File: src/rtl/seq_alu_pkg.sv
// seq_alu_pkg
//   Shared definitions for the sequential ALU: opcode encoding, controller
//   state encoding, the mode selector of the iterative unit, and two small
//   helpers that classify an opcode.
package seq_alu_pkg;

    typedef enum logic [2:0] {
        OP_ADD = 3'b000,
        OP_SUB = 3'b001,
        OP_SLL = 3'b010,
        OP_SRA = 3'b011,
        OP_AND = 3'b100,
        OP_OR  = 3'b101,
        OP_XOR = 3'b110,
        OP_MUL = 3'b111
    } alu_op_e;

    typedef enum logic [1:0] {
        ST_IDLE = 2'd0,
        ST_EXEC = 2'd1,
        ST_DONE = 2'd2
    } state_e;

    typedef enum logic [1:0] {
        IT_SLL = 2'd0,
        IT_SRA = 2'd1,
        IT_MUL = 2'd2
    } iter_mode_e;

    // Shifts by zero finish in one cycle like the logic ops, so only
    // non-zero shifts and MUL go through the iterative unit.
    function automatic logic is_iter_op(alu_op_e op, logic amt_zero);
        return (op == OP_MUL) || (((op == OP_SLL) || (op == OP_SRA)) && !amt_zero);
    endfunction

    function automatic iter_mode_e iter_mode_of(alu_op_e op);
        case (op)
            OP_MUL:  return IT_MUL;
            OP_SRA:  return IT_SRA;
            default: return IT_SLL;
        endcase
    endfunction

endpackage

File: src/rtl/seq_alu_if.sv
// seq_alu_if
//   Request/result bundle of the sequential ALU.
//   master : drives input_start, input_ALUOp, input_A, input_B;
//            observes output_ALU, the four flags, output_busy, output_done.
//   slave  : the ALU side of the same signals.
interface seq_alu_if #(
    parameter int WIDTH = 16
) ();
    logic             input_start;
    logic [2:0]       input_ALUOp;
    logic [WIDTH-1:0] input_A;
    logic [WIDTH-1:0] input_B;
    logic [WIDTH-1:0] output_ALU;
    logic             output_Zero;
    logic             output_negative;
    logic             output_carry;
    logic             output_overflow;
    logic             output_busy;
    logic             output_done;

    modport master (
        output input_start, input_ALUOp, input_A, input_B,
        input  output_ALU, output_Zero, output_negative, output_carry,
               output_overflow, output_busy, output_done
    );

    modport slave (
        input  input_start, input_ALUOp, input_A, input_B,
        output output_ALU, output_Zero, output_negative, output_carry,
               output_overflow, output_busy, output_done
    );
endinterface

File: src/rtl/seq_alu_iter_unit.sv
// seq_alu_iter_unit
//   Bit-serial datapath for SLL, SRA and unsigned shift-add MUL.
//   Ports:
//     clk, rst        clock, asynchronous active-high reset
//     load            accept a new operation from a_in/b_in/mode_in and
//                     perform its first step on the same edge
//     run             perform one more step on the held operation
//     mode_in         operation kind at load
//     a_in, b_in      operands at load (b_in[SHW-1:0] is the shift amount)
//     result          value after the current step (combinational)
//     ovf             MUL only: high half of the product after this step is non-zero
//     finish          the current step is the last one
//   The first step happens on the load edge itself, so an n-step operation
//   is complete after n edges counting the load edge.
module seq_alu_iter_unit
    import seq_alu_pkg::*;
#(
    parameter int WIDTH = 16,
    parameter int SHW   = $clog2(WIDTH)
) (
    input  logic             clk,
    input  logic             rst,
    input  logic             load,
    input  logic             run,
    input  iter_mode_e       mode_in,
    input  logic [WIDTH-1:0] a_in,
    input  logic [WIDTH-1:0] b_in,
    output logic [WIDTH-1:0] result,
    output logic             ovf,
    output logic             finish
);

    // Holds both a full shift amount (up to 2**SHW-1) and WIDTH.
    localparam int CW = SHW + 1;

    iter_mode_e         mode_q, mode_s;
    logic [WIDTH-1:0]   sh_q, sh_s, sh_n;
    logic [2*WIDTH-1:0] acc_q, acc_s, acc_n;
    logic [2*WIDTH-1:0] mcand_q, mcand_s, mcand_n;
    logic [WIDTH-1:0]   mplier_q, mplier_s, mplier_n;
    logic [CW-1:0]      cnt_q, cnt_s, cnt_n;

    // Source of the current step: fresh operands on load, held state otherwise.
    always_comb begin
        if (load) begin
            mode_s   = mode_in;
            sh_s     = a_in;
            acc_s    = '0;
            mcand_s  = {{WIDTH{1'b0}}, a_in};
            mplier_s = b_in;
            cnt_s    = (mode_in == IT_MUL) ? CW'(WIDTH) : {1'b0, b_in[SHW-1:0]};
        end else begin
            mode_s   = mode_q;
            sh_s     = sh_q;
            acc_s    = acc_q;
            mcand_s  = mcand_q;
            mplier_s = mplier_q;
            cnt_s    = cnt_q;
        end
    end

    always_comb begin
        sh_n     = (mode_s == IT_SRA) ? {sh_s[WIDTH-1], sh_s[WIDTH-1:1]}
                                      : {sh_s[WIDTH-2:0], 1'b0};
        acc_n    = mplier_s[0] ? (acc_s + mcand_s) : acc_s;
        mcand_n  = {mcand_s[2*WIDTH-2:0], 1'b0};
        mplier_n = {1'b0, mplier_s[WIDTH-1:1]};
        cnt_n    = cnt_s - CW'(1);
    end

    assign finish = (cnt_n == '0);
    assign result = (mode_s == IT_MUL) ? acc_n[WIDTH-1:0] : sh_n;
    assign ovf    = (mode_s == IT_MUL) && (acc_n[2*WIDTH-1:WIDTH] != '0);

    always_ff @(posedge clk or posedge rst) begin
        if (rst) begin
            mode_q   <= IT_SLL;
            sh_q     <= '0;
            acc_q    <= '0;
            mcand_q  <= '0;
            mplier_q <= '0;
            cnt_q    <= '0;
        end else if (load || run) begin
            mode_q   <= mode_s;
            sh_q     <= sh_n;
            acc_q    <= acc_n;
            mcand_q  <= mcand_n;
            mplier_q <= mplier_n;
            cnt_q    <= cnt_n;
        end
    end

endmodule

File: src/rtl/seq_alu.sv
// seq_alu
//   Sequential ALU: ADD/SUB/AND/OR/XOR and zero-amount shifts complete in
//   one cycle; non-zero shifts go one bit per cycle and MUL one multiplier
//   bit per cycle through seq_alu_iter_unit. Result and flags are
//   registered on the edge entering DONE and held until the next completion.
//   Ports:
//     input_CLK    clock
//     input_Reset  asynchronous active-high reset
//     bus          seq_alu_if.slave (start/op/operands in, result/flags/busy/done out)
//
//   state   | meaning
//   IDLE    | waiting for input_start
//   EXEC    | iterative shift or multiply in progress
//   DONE    | result valid, output_done high for this cycle
module seq_alu
    import seq_alu_pkg::*;
#(
    parameter int WIDTH = 16,
    parameter int SHW   = $clog2(WIDTH)
) (
    input  logic    input_CLK,
    input  logic    input_Reset,
    seq_alu_if.slave bus
);

    state_e           state_q, state_d;
    alu_op_e          op_in;
    logic             amt_zero;

    logic             it_load, it_run, it_ovf, it_finish;
    logic [WIDTH-1:0] it_result;

    logic [WIDTH-1:0] sc_res;
    logic             sc_carry, sc_ovf;
    logic [WIDTH:0]   add_ext, sub_ext;

    logic             res_we;
    logic [WIDTH-1:0] res_d;
    logic             carry_d, ovf_d;

    logic [WIDTH-1:0] alu_q;
    logic             zero_q, neg_q, carry_q, ovf_q;

    assign op_in    = alu_op_e'(bus.input_ALUOp);
    assign amt_zero = (bus.input_B[SHW-1:0] == '0);

    seq_alu_iter_unit #(
        .WIDTH (WIDTH),
        .SHW   (SHW)
    ) u_iter (
        .clk     (input_CLK),
        .rst     (input_Reset),
        .load    (it_load),
        .run     (it_run),
        .mode_in (iter_mode_of(op_in)),
        .a_in    (bus.input_A),
        .b_in    (bus.input_B),
        .result  (it_result),
        .ovf     (it_ovf),
        .finish  (it_finish)
    );

    // Single-cycle ops, evaluated straight from the bus at the accept edge.
    // sub_ext[WIDTH] is the borrow of the unsigned subtraction.
    assign add_ext = {1'b0, bus.input_A} + {1'b0, bus.input_B};
    assign sub_ext = {1'b0, bus.input_A} - {1'b0, bus.input_B};

    always_comb begin
        sc_res   = bus.input_A;
        sc_carry = 1'b0;
        sc_ovf   = 1'b0;
        case (op_in)
            OP_ADD: begin
                sc_res   = add_ext[WIDTH-1:0];
                sc_carry = add_ext[WIDTH];
                sc_ovf   = (bus.input_A[WIDTH-1] == bus.input_B[WIDTH-1]) &&
                           (add_ext[WIDTH-1] != bus.input_A[WIDTH-1]);
            end
            OP_SUB: begin
                sc_res   = sub_ext[WIDTH-1:0];
                sc_carry = sub_ext[WIDTH];
                sc_ovf   = (bus.input_A[WIDTH-1] != bus.input_B[WIDTH-1]) &&
                           (sub_ext[WIDTH-1] != bus.input_A[WIDTH-1]);
            end
            OP_AND:  sc_res = bus.input_A & bus.input_B;
            OP_OR:   sc_res = bus.input_A | bus.input_B;
            OP_XOR:  sc_res = bus.input_A ^ bus.input_B;
            default: sc_res = bus.input_A;
        endcase
    end

    always_ff @(posedge input_CLK or posedge input_Reset) begin
        if (input_Reset) begin
            state_q <= ST_IDLE;
        end else begin
            state_q <= state_d;
        end
    end

    always_comb begin
        state_d = state_q;
        it_load = 1'b0;
        it_run  = 1'b0;
        res_we  = 1'b0;
        res_d   = sc_res;
        carry_d = sc_carry;
        ovf_d   = sc_ovf;
        case (state_q)
            ST_IDLE: begin
                if (bus.input_start) begin
                    if (is_iter_op(op_in, amt_zero)) begin
                        it_load = 1'b1;
                        // A one-bit shift is finished by its load step.
                        if (it_finish) begin
                            state_d = ST_DONE;
                            res_we  = 1'b1;
                            res_d   = it_result;
                            carry_d = 1'b0;
                            ovf_d   = it_ovf;
                        end else begin
                            state_d = ST_EXEC;
                        end
                    end else begin
                        state_d = ST_DONE;
                        res_we  = 1'b1;
                    end
                end
            end
            ST_EXEC: begin
                it_run = 1'b1;
                if (it_finish) begin
                    state_d = ST_DONE;
                    res_we  = 1'b1;
                    res_d   = it_result;
                    carry_d = 1'b0;
                    ovf_d   = it_ovf;
                end
            end
            ST_DONE: state_d = ST_IDLE;
            default: state_d = ST_IDLE;
        endcase
    end

    always_ff @(posedge input_CLK or posedge input_Reset) begin
        if (input_Reset) begin
            alu_q   <= '0;
            zero_q  <= 1'b0;
            neg_q   <= 1'b0;
            carry_q <= 1'b0;
            ovf_q   <= 1'b0;
        end else if (res_we) begin
            alu_q   <= res_d;
            zero_q  <= (res_d == '0);
            neg_q   <= res_d[WIDTH-1];
            carry_q <= carry_d;
            ovf_q   <= ovf_d;
        end
    end

    assign bus.output_ALU      = alu_q;
    assign bus.output_Zero     = zero_q;
    assign bus.output_negative = neg_q;
    assign bus.output_carry    = carry_q;
    assign bus.output_overflow = ovf_q;
    assign bus.output_busy     = (state_q != ST_IDLE);
    assign bus.output_done     = (state_q == ST_DONE);

endmodule

File: src/flat_wrapper.sv
// flat-port wrapper written by rule: the top's interface ports become plain ports
module seq_alu_flat import seq_alu_pkg::*;
#(
    parameter int WIDTH = 16,
    parameter int SHW   = $clog2(WIDTH)
)
  (input_CLK, input_Reset, bus_input_start, bus_input_ALUOp, bus_input_A, bus_input_B, bus_output_ALU, bus_output_Zero, bus_output_negative, bus_output_carry, bus_output_overflow, bus_output_busy, bus_output_done);
  seq_alu_if #(.WIDTH(WIDTH)) bus_i ();
  input  logic input_CLK;
  input  logic input_Reset;
  input wire logic [$bits(bus_i.input_start)-1:0] bus_input_start;
  input wire logic [$bits(bus_i.input_ALUOp)-1:0] bus_input_ALUOp;
  input wire logic [$bits(bus_i.input_A)-1:0] bus_input_A;
  input wire logic [$bits(bus_i.input_B)-1:0] bus_input_B;
  output wire logic [$bits(bus_i.output_ALU)-1:0] bus_output_ALU;
  output wire logic [$bits(bus_i.output_Zero)-1:0] bus_output_Zero;
  output wire logic [$bits(bus_i.output_negative)-1:0] bus_output_negative;
  output wire logic [$bits(bus_i.output_carry)-1:0] bus_output_carry;
  output wire logic [$bits(bus_i.output_overflow)-1:0] bus_output_overflow;
  output wire logic [$bits(bus_i.output_busy)-1:0] bus_output_busy;
  output wire logic [$bits(bus_i.output_done)-1:0] bus_output_done;
  assign bus_i.input_start = bus_input_start;
  assign bus_i.input_ALUOp = bus_input_ALUOp;
  assign bus_i.input_A = bus_input_A;
  assign bus_i.input_B = bus_input_B;
  assign bus_output_ALU = bus_i.output_ALU;
  assign bus_output_Zero = bus_i.output_Zero;
  assign bus_output_negative = bus_i.output_negative;
  assign bus_output_carry = bus_i.output_carry;
  assign bus_output_overflow = bus_i.output_overflow;
  assign bus_output_busy = bus_i.output_busy;
  assign bus_output_done = bus_i.output_done;
  seq_alu #(.WIDTH(WIDTH), .SHW(SHW)) u_core (.input_CLK(input_CLK), .input_Reset(input_Reset), .bus(bus_i));
endmodule
File: config.mk
export PLATFORM = sky130hd
export DESIGN_NAME = seq_alu_flat
export DESIGN_NICKNAME = d
export VERILOG_FILES = /design/src/rtl/seq_alu_pkg.sv /design/src/rtl/seq_alu_if.sv /design/src/rtl/seq_alu_iter_unit.sv /design/src/rtl/seq_alu.sv /design/src/flat_wrapper.sv
export SDC_FILE = /design/constraint.sdc
export NUM_CORES = 1
export LEC_CHECK = 0
export CAP_MARGIN = 15
export CELL_PAD_IN_SITES_DETAIL_PLACEMENT = 1
export CELL_PAD_IN_SITES_GLOBAL_PLACEMENT = 2
export CORE_MARGIN = 8
export CORE_UTILIZATION = 37
export DETAILED_ROUTE_END_ITERATION = 8
export PLACE_DENSITY = 0.81
export SLEW_MARGIN = 30
export SYNTH_ARGS = -nofsm -noshare
export SYNTH_HDL_FRONTEND = slang
export SYNTH_SLANG_ARGS = --single-unit
File: constraint.sdc
create_clock -name input_CLK -period 6 [get_ports input_CLK]
set_input_delay 1.2 -clock input_CLK [delete_from_list [all_inputs] [get_ports input_CLK]]
set_output_delay 1.2 -clock input_CLK [all_outputs]
set_load 0.02 [all_outputs]
==> metrics.yaml, run 1 <==
place_congestion: 0.889
tns_ps: 0
cts_post_setup_buffers_inserted: 0
synth-seq-cells: 122
placementRows: 64
ys.flop_type: "dfrtp_1"
critPathLaunchType: "input pin"
gr-total-overflow: 0
max-clock-path-buffers: 2
hp-class: "reg -> reg"
synth.distinct_cells: 97
synth_top_area_cell: "dfrtp_1"
finalHoldViolations: 0
postRouteAntennaNets: 0
cp_data_required_time_ps: 6340
path_class: "in -> reg"
port_buffers: 59
cts-resized-gates: 0
h-tree-depth: 4
cp_cell_sequence: "clkdlybuf4s50_1 > nor2b_1 > nor3_4 > buf_4 > and3_1 > a21oi_1 > ha_1 > a41oi_1 > a32oi_2 > nand3_1 > buf_4 > a221o_1 > o21ai_1 > o221a_2 > nor4b_2 > nand4_1 > or4_1 > o32ai_2"
skew_ps: 12.9
clock_sinks: 122
maxSlewHeadroom: 0.405
rsz0062_at_grt: "no"
syn_area_per_cell_um2: 7.73
cts_root_buf: "clkbuf_16"
vias_per_cell: 6.10
p_leak_nw: 6.13
cts_tree: "built"
drt_wl_total_um: 45400
core-area_mm2: 0.0306
period_needed_ps: 5550
final_cell_area_mm2: 0.0135
setup_violations: 0
crit_slowest_cell: "clkdlybuf4s50_1"
place_ws_ps: 90.5
drtIter0Drc: 888
ir_worst_vdd_v: 0.000476
drv_slew: 0
holdBufCountCts: 0
fmax_mhz: 180
nFillCells: 3726
cp_max_fo: 31
end_kind: "flop"
fp.dieW_um: 192
wl_per_cell_um: 23.0
syn-cell-area_mm2: 0.0115
die_h_um: 192
maxCapViolCount: 0
synth_fp_nets: 1600
worstPathArrival_ps: 5890
drive_gt1_frac: 0.132
grt_max_degree: 87
path_buf_inv: 3
timing.final.crit_share: 0.924
crit_family: "simple AND/OR/NAND/NOR gates"
crit_top_cell: "buf_4"
ys_top_cells_by_area: "dfrtp_1 27%, ha_1 7.7%, nand2_1 6.9%"
ios: 60
synth_top_area_frac: 0.265
hpwl_um: 34300
worst_slack_ps: 454
drc: 0
grt_use_total: 0.250
syn_inst: 1489
n_antenna_cell: 0
antenna_found_initial: 0
grt_pass1_vias: 12089
placed_cell_area_mm2: 0.0129
areaGrowthSynthToFinish_pct: 17.4
post-route-util: 0.441
cts_buffers: 17
drtPass1Iterations: 7
grt_pass1_wl_um: 72300
synth-edff-count: 0
crit_path_max_incr_delay_ps: 590
p_per_area_mw_per_mm2: 509
worst_pin_slew_ps: 893
status: "finished clean"
start_util: 0.376
ys_async_sr_fraction: 1.00
clkTransAtPathRegs_ps: 60
via_count: 12014
fin_nets: 1672
clk_latency_ps: 440
dieArea_mm2: 0.0370
yosysWarningCount: 0
seq_area_frac_synth: 0.265
-- routing by layer --
metal,track usage,share of wire
met5,0,0
met4,0.0972,0.033
met2,0.379,0.44
met1,0.354,0.47
met3,0.0336,0.050
-- cells in the mapped netlist, types with 15 or more instances --
cell type and number:
clkbuf_1 75, o21ai_0 93, xor2_1 18, inv_1 74, o22ai_1 15, mux2i_1 28
ha_1 71, dfrtp_1 122, and2_1 42, nor3_1 31, nand4_1 21, a21o_1 23
mux2_2 22, xnor2_1 27, and3_1 18, nand3_1 34, a21oi_1 129, a31oi_1 36
nor2_1 102, o211ai_1 18, nand2_1 211
-- kinds of logic (layout without fill, tap and decap cells) --
kind of cell               after synthesis  count (layout)  synth area share
and+or+nand+nor                        516             516             0.213
AOI/OAI and AO/OA                      489             489             0.286
DFF                                    122             122             0.265
other                                    1               1          0.000326
adders and majority gates               77              77            0.0842
xor gates and xnor gates                45              45            0.0343
buffers and inverters                  188             273            0.0693
muxes                                   51              51            0.0479
-- placed cells by master, fill, tap and decap left out, drive strengths merged, types with 15 or more instances in the layout --
| cell type | count |
|---|---|
| o211ai | 18 |
| ha | 71 |
| and3 | 18 |
| o21ai | 105 |
| mux2 | 22 |
| buf | 108 |
| a21o | 23 |
| nor2 | 104 |
| clkdlybuf4s50 | 58 |
| a31oi | 36 |
| mux2i | 28 |
| dfrtp | 122 |
| xnor2 | 27 |
| inv | 74 |
| a21oi | 134 |
| nand2 | 212 |
| and2 | 42 |
| clkbuf | 20 |
| nand4 | 21 |
| xor2 | 18 |
| nand3 | 34 |
| o22ai | 15 |
| nor3 | 34 |
-- where the power goes --
| part | total, W | switching [W] | leakage [nW] | internal (W) |
|---|---|---|---|---|
| Sequential | 0.00150 | 0.000334 | 1.54 | 0.00117 |
| Clock | 0.00106 | 0.000428 | 0.278 | 0.000629 |
| Combinational | 0.00431 | 0.00261 | 4.32 | 0.00170 |
-- flip-flops by register name, indices dropped and copies added (netlist names) --
| register | cells |
|---|---|
| u_core.bus.output_Zero | 1 |
| u_core.u_iter.cnt_q | 5 |
| u_core.bus.output_overflow | 1 |
| u_core.u_iter.acc_q | 32 |
| u_core.bus.output_carry | 1 |
| u_core.u_iter.mode_q | 2 |
| u_core.u_iter.mcand_q | 31 |
| u_core.state_q | 2 |
| u_core.u_iter.sh_q | 16 |
| u_core.bus.output_negative | 1 |
| u_core.u_iter.mplier_q | 15 |
| u_core.bus.output_ALU | 15 |
-- cell type report --
cell class | instances | area (um2) | share of cell area
repair buffers | 166 | 1410 | 0.105
clock buffers | 20 | 457 | 0.0338
multi-input cells | 1179 | 7670 | 0.568
flip-flops and latches | 122 | 3050 | 0.226
inverters | 75 | 287 | 0.0212
clock inverters | 12 | 124 | 0.00917
well taps | 396 | 495 | 0.0367
-- worst min-delay path, cell delays in order (launching register included) --
cell,delay (ps)
dfrtp_1,330
nand2_1,50
o31ai_1,70
-- path summary, 6_finish.rpt --
| kind | start | cells past startpoint | endpoint | slack, ps |
|---|---|---|---|---|
| worst max-delay path | bus_input_ALUOp[2] | 18 | u_core.bus.output_Zero$_DFFE_PP0P_ | 450 |
| worst min-delay path | u_core.u_iter.acc_q[0]$_DFFE_PP0P_ | 2 | u_core.u_iter.acc_q[0]$_DFFE_PP0P_ | 490 |
| worst max register to register | u_core.state_q[1]$_DFFE_PP0P_ | 17 | u_core.bus.output_overflow$_DFFE_PP0P_ | 1230 |
| worst min register to register | u_core.u_iter.acc_q[0]$_DFFE_PP0P_ | 2 | u_core.u_iter.acc_q[0]$_DFFE_PP0P_ | 490 |
| max in group asynchronous | input_Reset | 3 | u_core.u_iter.mcand_q[16]$_DFFE_PP0P_ | 3630 |
| min in group asynchronous | input_Reset | 2 | u_core.u_iter.mplier_q[5]$_DFFE_PP0P_ | 1280 |
-- per-stage QoR --
stage,total power (W),instances,hold slack [ps]
6_report,0.00687,1970,485
3_5_place_dp,0.00574,1938,480
2_1_floorplan,0.00423,1489,442
4_1_cts,0.00684,1970,494
3_3_place_gp,0.00565,1938,459
5_1_grt,0.00736,1970,519
Power figures use the tool's default switching activity.
==> run 2, diff against run 1 <==
--- a/config.mk
+++ b/config.mk
@@ -8,10 +8,10 @@
 export CAP_MARGIN = 15
 export CELL_PAD_IN_SITES_DETAIL_PLACEMENT = 1
 export CELL_PAD_IN_SITES_GLOBAL_PLACEMENT = 2
-export CORE_MARGIN = 8
+export CORE_MARGIN = 5
 export CORE_UTILIZATION = 37
 export DETAILED_ROUTE_END_ITERATION = 8
-export PLACE_DENSITY = 0.81
+export PLACE_DENSITY = 0.83
 export SLEW_MARGIN = 30
 export SYNTH_ARGS = -nofsm -noshare
 export SYNTH_HDL_FRONTEND = slang
==> metrics.yaml, run 2 (synthesis gave the netlist of run 1 again) <==
drtPass1Iterations: 8  # +1
critPathLaunchType: "input pin"
die_h_um: 186  # -3.1%
skew_ps: 15.2  # +2.38 ps
cts_buffers: 17  # unchanged
holdBufCountCts: 0  # unchanged
gr-total-overflow: 0  # unchanged
maxSlewHeadroom: 0.328  # -0.0765
cts_root_buf: "clkbuf_16"
n_antenna_cell: 0  # unchanged
fp.dieW_um: 186  # -3.1%
drt_wl_total_um: 45200  # -0.35%
layout_common_cells: "211 x nand2_1, 129 x a21oi_1, 122 x dfrtp_1"
ir_worst_vdd_v: 0.000483  # +1.6%
period_needed_ps: 5600  # +49.3 ps
clock_sinks: 122  # unchanged
ios: 60  # unchanged
cp_data_required_time_ps: 6320  # -20 ps
place_ws_ps: -48.3  # -139 ps
via_count: 11951  # -0.52%
finalHoldViolations: 0  # unchanged
placementRows: 64  # unchanged
start_util: 0.375  # -0.000982
grt_pass1_vias: 12145  # +0.46%
worst_slack_ps: 405  # -49.3 ps
maxCapViolCount: 0  # unchanged
grt_pass1_wl_um: 71500  # -1.2%
status: "finished clean"
drv_slew: 0  # unchanged
grt_use_total: 0.253  # +0.00368
cp_max_fo: 41  # +32%
place_congestion: 0.919  # +3.3%
port_buffers: 59  # unchanged
drtIter0Drc: 1027  # +16%
p_leak_nw: 6.13  # about the same
clkTransAtPathRegs_ps: 70  # about the same
max-clock-path-buffers: 2  # unchanged
rsz0062_at_grt: "no"
fin_nets: 1661  # -0.66%
clk_latency_ps: 450  # about the same
cts-resized-gates: 0  # unchanged
p_per_area_mw_per_mm2: 517  # +1.7%
cts_post_setup_buffers_inserted: 0  # unchanged
final_cell_area_mm2: 0.0135  # about the same
wl_per_cell_um: 23.1  # +0.21%
fmax_mhz: 179  # -0.88%
regMostFlops: "u_core.u_iter.acc_q"
vias_per_cell: 6.10  # about the same
dieArea_mm2: 0.0347  # -6.1%
top_regs: "u_core.u_iter.acc_q (32), u_core.u_iter.mcand_q (31), u_core.u_iter.sh_q (16)"
antenna_found_initial: 0  # unchanged
final_common_cell: "nand2_1"
placed_cell_area_mm2: 0.0128  # -0.64%
areaGrowthSynthToFinish_pct: 17.5  # about the same
path_class: "in -> reg"
setup_violations: 0  # unchanged
hpwl_um: 33800  # -1.2%
core-area_mm2: 0.0307  # +0.26%
hp-class: "reg -> reg"
grt_max_degree: 84  # -3.4%
worst_pin_slew_ps: 1000  # +108 ps
drc: 0  # unchanged
postRouteAntennaNets: 0  # unchanged
largest_reg_flops: 32  # unchanged
timing.final.crit_share: 0.933  # +0.00821
cts_tree: "built"
end_kind: "flop"
h-tree-depth: 4  # unchanged
drive_gt1_frac: 0.126  # -0.00611
worstPathArrival_ps: 5910  # +20 ps
run 2: through the flow:
stage / utilization / hold WS, ps / cells / TNS [ps] / power, W
floorplan: - / 442 / 1489 / 0 / 0.00423
global placement: 0.419 / 464 / 1927 / 0 / 0.00559
detailed placement: 0.419 / 471 / 1927 / -48.3 / 0.00570
CTS: 0.441 / 484 / 1959 / 0 / 0.00696
global route: 0.441 / 517 / 1959 / 0 / 0.00746
finish: 0.441 / 478 / 1959 / 0 / 0.00699
run 2: worst paths after layout:
check,start,endpoint,slack (ps),cells past startpoint
max,bus_input_B[1],u_core.bus.output_overflow$_DFFE_PP0P_,400,20
min,u_core.u_iter.cnt_q[2]$_DFFE_PP0P_,u_core.u_iter.cnt_q[2]$_DFFE_PP0P_,480,2
max reg2reg,u_core.state_q[1]$_DFFE_PP0P_,u_core.bus.output_overflow$_DFFE_PP0P_,1210,18
min reg2reg,u_core.u_iter.cnt_q[2]$_DFFE_PP0P_,u_core.u_iter.cnt_q[2]$_DFFE_PP0P_,480,2
max in group asynchronous,input_Reset,u_core.u_iter.mcand_q[18]$_DFFE_PP0P_,3540,3
min in group asynchronous,input_Reset,u_core.u_iter.mplier_q[2]$_DFFE_PP0P_,1310,2
run 2: routing by layer:
layer / up-vias / track usage / routed length, um
met5: - / 0 / 0
met4: 0 / 0.0714 / 1020
met3: 64 / 0.0353 / 2190
met2: 327 / 0.404 / 20800
met1: 6038 / 0.360 / 21200
li1: 5522 / - / -
run 2: worst max-delay path, stage by stage:
cell             delay (ps)
clkdlybuf4s50_1         510
or4_4                   570
nand2b_4                160
nand2_2                 200
buf_12                  250
nand2_1                 100
nand2_1                  80
ha_1                    240
o21ai_0                 100
o21bai_1                 90
maj3_1                  350
nand2_1                  90
o31ai_1                 130
a221oi_1                520
nand2_1                 100
a311oi_1                350
nor4b_1                 390
nand4_1                 180
nor4_2                  200
o21ai_1                  80
run 2: layout make-up:
class / count / area, um2
clock inverter: 12 / 219
sequential: 122 / 3050
timing repair buffer: 155 / 1330
fill: 3686 / 17200
clock buffer: 20 / 457
tap: 396 / 495
multi-input combinational: 1179 / 7670
inverter: 75 / 287
run 2: power by group:
part	internal, W	leakage (nW)	switching, W
Sequential	0.00117	1.54	0.000338
Clock	0.000799	0.326	0.000435
Combinational	0.00166	4.27	0.00259
Total	0.00363	6.13	0.00336
